$ cat config.mk
export PLATFORM = sky130hd
export DESIGN_NAME = llc_snoop_responder
export DESIGN_NICKNAME = d
export VERILOG_FILES = /design/src/rtl/llc_snoop_responder_pkg.sv /design/src/rtl/snoop_mesi_decode.sv /design/src/rtl/llc_snoop_responder.sv
export SDC_FILE = /design/constraint.sdc
export NUM_CORES = 1
export LEC_CHECK = 0
export ABC_CLOCK_PERIOD_IN_PS = 2550
export CORE_ASPECT_RATIO = 1.2
export CORE_MARGIN = 2
export CORE_UTILIZATION = 26
export DETAILED_ROUTE_END_ITERATION = 10
export SYNTH_ARGS = -nofsm -noshare
export SYNTH_HDL_FRONTEND = slang
export SYNTH_SLANG_ARGS = --single-unit
$ cat constraint.sdc
create_clock -name clk -period 2.55 [get_ports clk]
set_clock_uncertainty 0.2 [all_clocks]
set_input_delay 0.255 -clock clk [delete_from_list [all_inputs] [get_ports clk]]
set_output_delay 0.255 -clock clk [all_outputs]
set_load 0.005 [all_outputs]
$ cat src/rtl/llc_snoop_responder_pkg.sv
// Shared types and constants for the LLC snoop responder: bus ops, snoop results,
// L1 message codes, responder FSM states and the MESI state encoding.
package llc_snoop_responder_pkg;

  localparam int unsigned STATE_WIDTH = 2;

  typedef enum logic [2:0] {
    READ       = 3'd1,
    WRITE      = 3'd2,
    INVALIDATE = 3'd3,
    RWIM       = 3'd4
  } busopt_t;

  typedef enum logic [2:0] {
    NOHIT = 3'd0,
    HIT   = 3'd1,
    HITM  = 3'd2
  } snoop_result_t;

  typedef enum logic [2:0] {
    GETLINE = 3'd1,
    SENDLINE,
    INVALIDATELINE,
    EVICTLINE
  } l1_msg_t;

  typedef enum logic [2:0] {
    IDLE,
    LOOKUP,
    GETL,
    INVL,
    UPDATE,
    RESPOND
  } snp_fsm_t;

  localparam logic [STATE_WIDTH-1:0] MESI_M = 2'd0;
  localparam logic [STATE_WIDTH-1:0] MESI_E = 2'd1;
  localparam logic [STATE_WIDTH-1:0] MESI_S = 2'd2;
  localparam logic [STATE_WIDTH-1:0] MESI_I = 2'd3;

endpackage

$ cat src/rtl/snoop_mesi_decode.sv
// Combinational MESI snoop decode: maps a snooped op and the looked-up line state to
// the snoop result, required L1 messages, the new MESI state and protocol errors.
module snoop_mesi_decode
  import llc_snoop_responder_pkg::*;
(
  input  logic [2:0]             op,
  input  logic                   hit,
  input  logic [STATE_WIDTH-1:0] state,
  output snoop_result_t          result,
  output logic                   need_getline,
  output logic                   need_inval,
  output logic [STATE_WIDTH-1:0] next_state,
  output logic                   err
);

  // A tag match on an Invalid line is treated exactly like a miss.
  logic valid_hit;
  assign valid_hit = hit && (state != MESI_I);

  always_comb begin
    result       = NOHIT;
    need_getline = 1'b0;
    need_inval   = 1'b0;
    next_state   = state;
    err          = 1'b0;
    case (op)
      READ: begin
        if (valid_hit) begin
          next_state = MESI_S;
          if (state == MESI_M) begin
            result       = HITM;
            need_getline = 1'b1;
          end else begin
            result = HIT;
          end
        end
      end
      RWIM: begin
        if (valid_hit) begin
          next_state = MESI_I;
          need_inval = 1'b1;
          if (state == MESI_M) begin
            result       = HITM;
            need_getline = 1'b1;
          end else begin
            result = HIT;
          end
        end
      end
      INVALIDATE: begin
        if (valid_hit) begin
          if (state == MESI_S) begin
            result     = HIT;
            need_inval = 1'b1;
            next_state = MESI_I;
          end else begin
            err = 1'b1;
          end
        end
      end
      WRITE: begin
        if (valid_hit) begin
          err = 1'b1;
        end
      end
      default: begin
        err = 1'b1;
      end
    endcase
  end

endmodule

$ cat src/rtl/llc_snoop_responder.sv
// Snoop responder: looks up the LLC tag/MESI array for one snooped bus op, issues any
// L1 messages, writes the new MESI state and returns NOHIT/HIT/HITM to the bus.
module llc_snoop_responder
  import llc_snoop_responder_pkg::*;
#(
  parameter int unsigned ADDR_SIZE  = 32,
  parameter int unsigned BYTE_BITS  = 6,
  parameter int unsigned INDEX_BITS = 15,
  parameter int unsigned TAG_BITS   = 11,
  parameter int unsigned ASSOC_BITS = 3
) (
  input  logic                   clk,
  input  logic                   rst,
  input  logic                   snp_valid,
  output logic                   snp_ready,
  input  logic [2:0]             snp_op,
  input  logic [ADDR_SIZE-1:0]   snp_addr,
  output logic                   lkp_req,
  output logic [INDEX_BITS-1:0]  lkp_index,
  output logic [TAG_BITS-1:0]    lkp_tag,
  input  logic                   lkp_ack,
  input  logic                   lkp_hit,
  input  logic [ASSOC_BITS-1:0]  lkp_way,
  input  logic [STATE_WIDTH-1:0] lkp_state,
  output logic                   upd_en,
  output logic [INDEX_BITS-1:0]  upd_index,
  output logic [ASSOC_BITS-1:0]  upd_way,
  output logic [STATE_WIDTH-1:0] upd_state,
  output logic                   l1_msg_valid,
  output logic [2:0]             l1_msg,
  output logic [ADDR_SIZE-1:0]   l1_msg_addr,
  input  logic                   l1_msg_ready,
  output logic                   rsp_valid,
  output logic [2:0]             rsp_result,
  input  logic                   rsp_ready,
  output logic                   proto_err
);

  localparam int unsigned LineBits = ADDR_SIZE - BYTE_BITS;

  snp_fsm_t                fsm_q, fsm_d;
  logic [2:0]              op_q;
  logic [LineBits-1:0]     line_q;
  logic                    hit_q;
  logic [ASSOC_BITS-1:0]   way_q;
  logic [STATE_WIDTH-1:0]  mesi_q;

  logic                    accept;
  logic                    dec_hit;
  logic [STATE_WIDTH-1:0]  dec_state;
  snoop_result_t           dec_result;
  logic                    dec_getline;
  logic                    dec_inval;
  logic [STATE_WIDTH-1:0]  dec_next;
  logic                    dec_err;
  logic [INDEX_BITS-1:0]   line_index;
  logic [ADDR_SIZE-1:0]    line_addr;

  // Only whole lines are tracked; the byte offset never matters here.
  logic unused_offset;
  assign unused_offset = ^snp_addr[BYTE_BITS-1:0];

  assign accept     = snp_valid && snp_ready;
  assign line_index = line_q[INDEX_BITS-1:0];
  assign line_addr  = {line_q, {BYTE_BITS{1'b0}}};

  // The LOOKUP exit needs the message decision in the ack cycle, so the decoder sees the
  // live lookup result there and the latched copy in every later state.
  assign dec_hit   = (fsm_q == LOOKUP) ? lkp_hit : hit_q;
  assign dec_state = (fsm_q == LOOKUP) ? lkp_state : mesi_q;

  snoop_mesi_decode u_decode (
    .op           (op_q),
    .hit          (dec_hit),
    .state        (dec_state),
    .result       (dec_result),
    .need_getline (dec_getline),
    .need_inval   (dec_inval),
    .next_state   (dec_next),
    .err          (dec_err)
  );

  always_ff @(posedge clk) begin
    if (rst) begin
      fsm_q  <= IDLE;
      op_q   <= '0;
      line_q <= '0;
      hit_q  <= 1'b0;
      way_q  <= '0;
      mesi_q <= '0;
    end else begin
      fsm_q <= fsm_d;
      if (accept) begin
        op_q   <= snp_op;
        line_q <= snp_addr[ADDR_SIZE-1:BYTE_BITS];
      end
      if ((fsm_q == LOOKUP) && lkp_ack) begin
        hit_q  <= lkp_hit;
        way_q  <= lkp_way;
        mesi_q <= lkp_state;
      end
    end
  end

  always_comb begin
    fsm_d        = fsm_q;
    snp_ready    = 1'b0;
    lkp_req      = 1'b0;
    lkp_index    = '0;
    lkp_tag      = '0;
    upd_en       = 1'b0;
    upd_index    = '0;
    upd_way      = '0;
    upd_state    = '0;
    l1_msg_valid = 1'b0;
    l1_msg       = '0;
    l1_msg_addr  = '0;
    rsp_valid    = 1'b0;
    rsp_result   = '0;
    proto_err    = 1'b0;
    // Outputs stay quiet for the whole reset cycle, whatever state the FSM was in.
    if (!rst) begin
      unique case (fsm_q)
        IDLE: begin
          snp_ready = 1'b1;
          if (snp_valid) begin
            fsm_d = LOOKUP;
          end
        end
        LOOKUP: begin
          lkp_req   = 1'b1;
          lkp_index = line_index;
          lkp_tag   = line_q[LineBits-1 -: TAG_BITS];
          if (lkp_ack) begin
            if (dec_getline) begin
              fsm_d = GETL;
            end else if (dec_inval) begin
              fsm_d = INVL;
            end else begin
              fsm_d = UPDATE;
            end
          end
        end
        GETL: begin
          l1_msg_valid = 1'b1;
          l1_msg       = GETLINE;
          l1_msg_addr  = line_addr;
          if (l1_msg_ready) begin
            fsm_d = dec_inval ? INVL : UPDATE;
          end
        end
        INVL: begin
          l1_msg_valid = 1'b1;
          l1_msg       = INVALIDATELINE;
          l1_msg_addr  = line_addr;
          if (l1_msg_ready) begin
            fsm_d = UPDATE;
          end
        end
        UPDATE: begin
          // Misses and error cases decode to an unchanged state, so no write is issued.
          if (dec_next != mesi_q) begin
            upd_en    = 1'b1;
            upd_index = line_index;
            upd_way   = way_q;
            upd_state = dec_next;
          end
          proto_err = dec_err;
          fsm_d     = RESPOND;
        end
        RESPOND: begin
          rsp_valid  = 1'b1;
          rsp_result = dec_result;
          if (rsp_ready) begin
            fsm_d = IDLE;
          end
        end
        default: begin
          fsm_d = IDLE;
        end
      endcase
    end
  end

endmodule

==> results.toml, run 1 <==
[grt]
grt_max_degree = 59
top_usage_layer = "met2"
grt_use_met2_pct = 28.4
met1_usage_pct = 18.2
grt_pass1_wl_um = 13100
first_global_vias = 2827
gr-total-overflow = 0
grt_util_met3_pct = 3.87
antenna_found_initial = 0
grt_usage_pct = 15.7

[route]
vias = 2831
firstDrtPassIters = 4
wl_per_cell_um = 13.4
ant_nets = 0
drt_iter0_markers = 100
via_per_inst = 4.57
wirelength_um = 8310
remaining_drc_errors = 0

[pwr]
total_power_mw = 1.76
p_per_area_mw_per_mm2 = 435
p_leak_nw = 1.47
peakVddDrop_uv = 214

[layout]
multi_input_area_mm2 = 0.00154
seq_area_um2 = 764
fin_cells = 619
antenna_cells = 0
final_cell_mix = "clkdlybuf4s50_1, nand2_1, nor2_1, dfxtp_1, o21ai_0"
nets = 546
drive_gt1_share_pct = 17.6
stdcell_area_mm2 = 0.00404
layout_commonest_cell = "clkdlybuf4s50_1"
area_delta_synth_final_pct = 66.0
n_fill_cell = 913

[cts]
clkTransAtPathRegs_ns = 0.08
cts_tree = "done"
cts_hold_buf = 0
cts-root-buf = "clkbuf_8"
cts_buffers = 5
htree_levels = 2
clock_path_buffers = 2
clock_latency_ns = 0.28
cts.sinks = 38

[run]
drv_cap = 0

[die]
io_pins = 137
die_area_mm2 = 0.0102
coreArea_mm2 = 0.00908
start_util_pct = 26.8
fp.dieW_um = 92.3
rows = 38
die_height_um = 110

[yosys]
synthFlopType = "dfxtp_1"
ys_ff_latch = 38
yosys_warnings = 0
synthArstFlopShare_pct = 0
ys_seq_area_share_pct = 31.2
synth.avg_cell_area_um2 = 6.65
synth_edf_count = 0
syn_inst = 366
syn-cell-area_mm2 = 0.00243
synth_cell_types = 46

[critical_path]
reg2reg_slack_ns = 0.08
cp-start-kind = "flip-flop"
timing.rr.end = "fsm_q[0]"
worstSetupPathType = "flip-flop to output port"
required_ns = 2.10
arrival_ns = 2.20
r2r_start = "fsm_q[2]"
crit_path_end_kind = "output port"
rr_worst_depth = 9
path_max_fanout = 20

[placement]
placed_area_mm2 = 0.00391
place_inst = 606
dp_hpwl_um = 5930
gp_congestion = 0.881
pre_cts_slack_ns = -0.276
port_buffers = 122

[sta]
max_freq_ghz = 0.376
setup-tns-final_ns = -0.791
post-route-min-period_ns = 2.66
layout_worst_path_cycle_share_pct = 104
setup_viol = 21
hold_viol = 0
fin_ws_ns = -0.109
grt_setup_unrepaired = "yes"
drv_slew = 0

[outcome]
violations = "negative setup slack"
outcome = "complete, but fails checks"

[hold_path]
min_from = "way_q[2]"
min_path_type = "flip-flop to flip-flop"
holdPathStages = 2
worstHoldEndpoint = "way_q[2]"
==> synthesized netlist by cell type (2+ instances only) <==
library cell,n,area share [%]
a21oi_1,31,6.4
and2_1,3,0.77
buf_1,4,0.62
buf_2,5,1.0
buf_4,10,3.1
clkbuf_1,16,2.5
dfxtp_1,38,31
inv_1,6,0.92
mux2_2,2,0.92
mux2i_1,5,2.1
nand2_1,71,11
nand2b_1,31,8.0
nand3_1,2,0.41
nand3b_1,2,0.62
nand4_1,2,0.51
nor2_1,62,9.6
nor2b_1,5,1.3
nor3_1,3,0.62
nor4_1,2,0.51
o211ai_1,2,0.62
o21ai_0,35,7.2
o22ai_1,4,1.0
or2b_1,2,0.62
==> report_power, final <==
group	switching, mW	leakage, nW	internal (mW)	total [mW]
registers	0.0397	0.312	0.656	0.696
logic	0.330	1.12	0.332	0.663
clock network	0.212	0.0373	0.188	0.400
total	0.583	1.47	1.18	1.76
==> cell type report <==
type,count,share of cell area (%)
tap,120,3.72
timing repair buffer,157,36.7
sequential,38,18.9
multi-input combinational,291,38.2
inverter,6,0.557
clock inverter,1,0.186
clock buffer,6,1.80
==> layer usage <==
metal,vias up,routed length [um]
met2,97,4190
met1,1269,3470
met3,15,497
met5,-,0
met4,0,153
li1,1450,-
==> stage by stage <==
step | utilization (%) | hold slack, ns
CTS | 44.4 | 0.272
detailed placement | 43.0 | 0.255
global route | 44.5 | 0.301
finish | 44.5 | 0.269
global placement | 43.0 | 0.253
floorplan | - | 0.164
==> critical path, cell delays in order (launching register included) <==
cell	delay, ns
dfxtp_2	0.35
or3b_4	0.42
buf_4	0.15
o21ai_0	0.18
o31a_2	0.20
a2bb2oi_2	0.07
buf_12	0.17
a21oi_1	0.16
clkdlybuf4s15_2	0.22
==> cell families after synthesis <==
logic type	count (synthesis)	share of synthesized area, %
flip-flops	38	31.2
AO/OA/AOI/OAI	85	20.1
multiplexers	7	2.98
XOR/XNOR	1	0.360
other	1	0.154
buffers and inverters	44	9.15
AND/OR/NAND/NOR	190	36.0
==> timing repair <==
action | CTS | global route
buffers inserted | 4 | 2
pin swaps | 9 | 6
gates resized for setup | 91 | 20
setup endpoints to repair | 51 | 49
==> worst max-delay path by stage <==
stage                   from            end  slack [ns]  cells after the start
global route        fsm_q[0]     upd_way[1]       -0.23                      8
finish              fsm_q[2]   upd_index[8]       -0.11                      8
floorplan           fsm_q[0]         upd_en        0.19                      7
detailed placement   lkp_hit  upd_index[14]       -0.28                      8
global placement     lkp_hit     upd_way[1]       -0.23                      8
CTS                 fsm_q[2]  upd_index[14]       -0.16                      7
==> registers in the layout (all words and copies together) (netlist names) <==
name    count
op_q        3
line_q     26
mesi_q      2
fsm_q       3
way_q       3
hit_q       1
(Power assumes the default switching activity.)
==> inputs of run 2 (changes only) <==
--- a/config.mk
+++ b/config.mk
@@ -7,9 +7,10 @@
 export LEC_CHECK = 0
 export ABC_CLOCK_PERIOD_IN_PS = 2550
 export CORE_ASPECT_RATIO = 1.2
-export CORE_MARGIN = 2
+export CORE_MARGIN = 1.5
 export CORE_UTILIZATION = 26
 export DETAILED_ROUTE_END_ITERATION = 10
+export MAX_ROUTING_LAYER = met4
 export SYNTH_ARGS = -nofsm -noshare
 export SYNTH_HDL_FRONTEND = slang
 export SYNTH_SLANG_ARGS = --single-unit
==> run 2 against run 1 <==
The run still ends with negative setup slack left. Critical path depth is 1 lower. Non-clock buffer count is 2 lower. Design area is 0.43% higher. Count of clock-buffer cells in the layout stayed put. Worst hold slack worse by 0.0034 ns. Register-to-register slack better by 0.08 ns. Sequential share of layout area is 0.082 points lower. Combinational power is 2% lower. Largest cell class unchanged. Largest power group unchanged.
==> results.toml, run 2 (synthesis gave the netlist of run 1 again) <==
[sta]
hold_viol = 0
setup_viol = 11
fin_ws_ns = -0.109
max_freq_ghz = 0.376
layout_worst_path_cycle_share_pct = 104
drv_slew = 0
grt_setup_unrepaired = "yes"
post-route-min-period_ns = 2.66
setup-tns-final_ns = -0.919

[critical_path]
cp_num_buf_inv = 2
required_ns = 2.10
crit_path_end_kind = "output port"
critPathTopFamily = "compound AO/OA/AOI/OAI gates"
slowest_delay_ns = 0.44
critPathSlowestCell = "or3b_4"
crit_chain = "or3b_4, mux2i_1, o31a_1, a2bb2oi_2, buf_12, a21oi_1, clkdlybuf4s15_2"
cp-start-kind = "flip-flop"
worstSetupPathType = "flip-flop to output port"
path_max_fanout = 20
arrival_ns = 2.20

[placement]
dp_hpwl_um = 5890
placed_area_mm2 = 0.00390
gp_congestion = 0.836
place_inst = 607
port_buffers = 122
pre_cts_slack_ns = -0.249

[layout]
fin_cells = 618
n_fill_cell = 945
drive_gt1_share_pct = 17.5
area_delta_synth_final_pct = 66.7
regMostFlops = "line_q"
nets = 544
largest_reg_flops = 26
layout_commonest_cell = "clkdlybuf4s50_1"
stdcell_area_mm2 = 0.00406
antenna_cells = 0
final_cell_mix = "clkdlybuf4s50_1, nand2_1, nor2_1, dfxtp_1, o21ai_0"

[grt]
met1_usage_pct = 18.5
antenna_found_initial = 0
grt_max_degree = 59
top_usage_layer = "met2"
grt_pass1_wl_um = 12500
grt_use_met2_pct = 27.9
gr-total-overflow = 0
grt_usage_pct = 15.8
first_global_vias = 2640
grt_util_met3_pct = 3.07

[cts]
htree_levels = 2
cts_hold_buf = 0
cts_buffers = 5
cts.sinks = 38
cts_tree = "done"
cts-root-buf = "clkbuf_8"
clkTransAtPathRegs_ns = 0.07
clock_path_buffers = 2
clock_latency_ns = 0.29

[die]
rows = 38
fp.dieW_um = 91.3
die_height_um = 109
coreArea_mm2 = 0.00908
die_area_mm2 = 0.00996
start_util_pct = 26.8
io_pins = 137

[outcome]
outcome = "complete, but fails checks"
violations = "negative setup slack"

[pwr]
total_power_mw = 1.85
p_per_area_mw_per_mm2 = 455
peakVddDrop_uv = 211
p_leak_nw = 1.47

[route]
wirelength_um = 7920
remaining_drc_errors = 0
wl_per_cell_um = 12.8
vias = 2818
drt_iter0_markers = 121
firstDrtPassIters = 4
via_per_inst = 4.56
ant_nets = 0

[run]
drv_cap = 0

[hold_path]
min_path_type = "flip-flop to flip-flop"
-- run 2: per-stage QoR --
| step | hold slack [ns] | util, % |
|---|---|---|
| final | 0.266 | 44.7 |
| after global routing | 0.293 | 44.7 |
| after CTS | 0.271 | 45.0 |
| after detailed placement | 0.260 | 43.0 |
| after global placement | 0.252 | 43.0 |
| after floorplan | 0.164 | - |
-- run 2: worst paths after layout --
kind | end | cells past startpoint | slack, ns | from
worst max-delay path | upd_index[14] | 7 | -0.11 | fsm_q[1]
worst min-delay path | way_q[1] | 2 | 0.27 | way_q[1]
worst max register to register | fsm_q[0] | 7 | 0.16 | fsm_q[0]
worst min register to register | way_q[1] | 2 | 0.27 | way_q[1]
-- run 2: routing by layer --
layer | share of wire [%] | wire length [um]
met5 | 0 | 0
met4 | 0.66 | 52
met3 | 5.2 | 410
met2 | 51 | 4030
met1 | 43 | 3430
-- run 2: where the power goes --
part	total, mW	internal [mW]	switching, mW
combinational	0.651	0.330	0.321
clock	0.501	0.292	0.209
sequential	0.696	0.656	0.0395
total	1.85	1.28	0.569
-- run 2: final cells by class --
cell class                 count  area, um^2  share of cell area [%]
multi-input combinational    291        1550                    38.1
timing repair buffer         155        1470                    36.1
sequential                    38         764                    18.8
tap                          120         150                    3.70
clock buffer                   6        72.6                    1.79
clock inverter                 2        37.5                   0.925
inverter                       6        22.5                   0.555
-- run 2: what timing repair did --
item                       CTS  global route
setup endpoints to repair   43            47
resized for setup           86            21
pin swaps                    1             5
buffers inserted             2             1
-- run 2: worst min-delay path, delay by kind of cell (launching register included) --
kind	cells	cell delay, ns
flops	1	0.31
simple gates	1	0.05
compound gates	1	0.05
==> inputs of run 3 (changes only) <==
--- a/config.mk
+++ b/config.mk
@@ -10,6 +10,7 @@
 export CORE_MARGIN = 1.5
 export CORE_UTILIZATION = 26
 export DETAILED_ROUTE_END_ITERATION = 10
+export HOLD_SLACK_MARGIN = 0.12
 export MAX_ROUTING_LAYER = met4
 export SYNTH_ARGS = -nofsm -noshare
 export SYNTH_HDL_FRONTEND = slang
==> results of run 3 <==
Same layout as run 2: the final DEF is identical, and so are final timing and power.
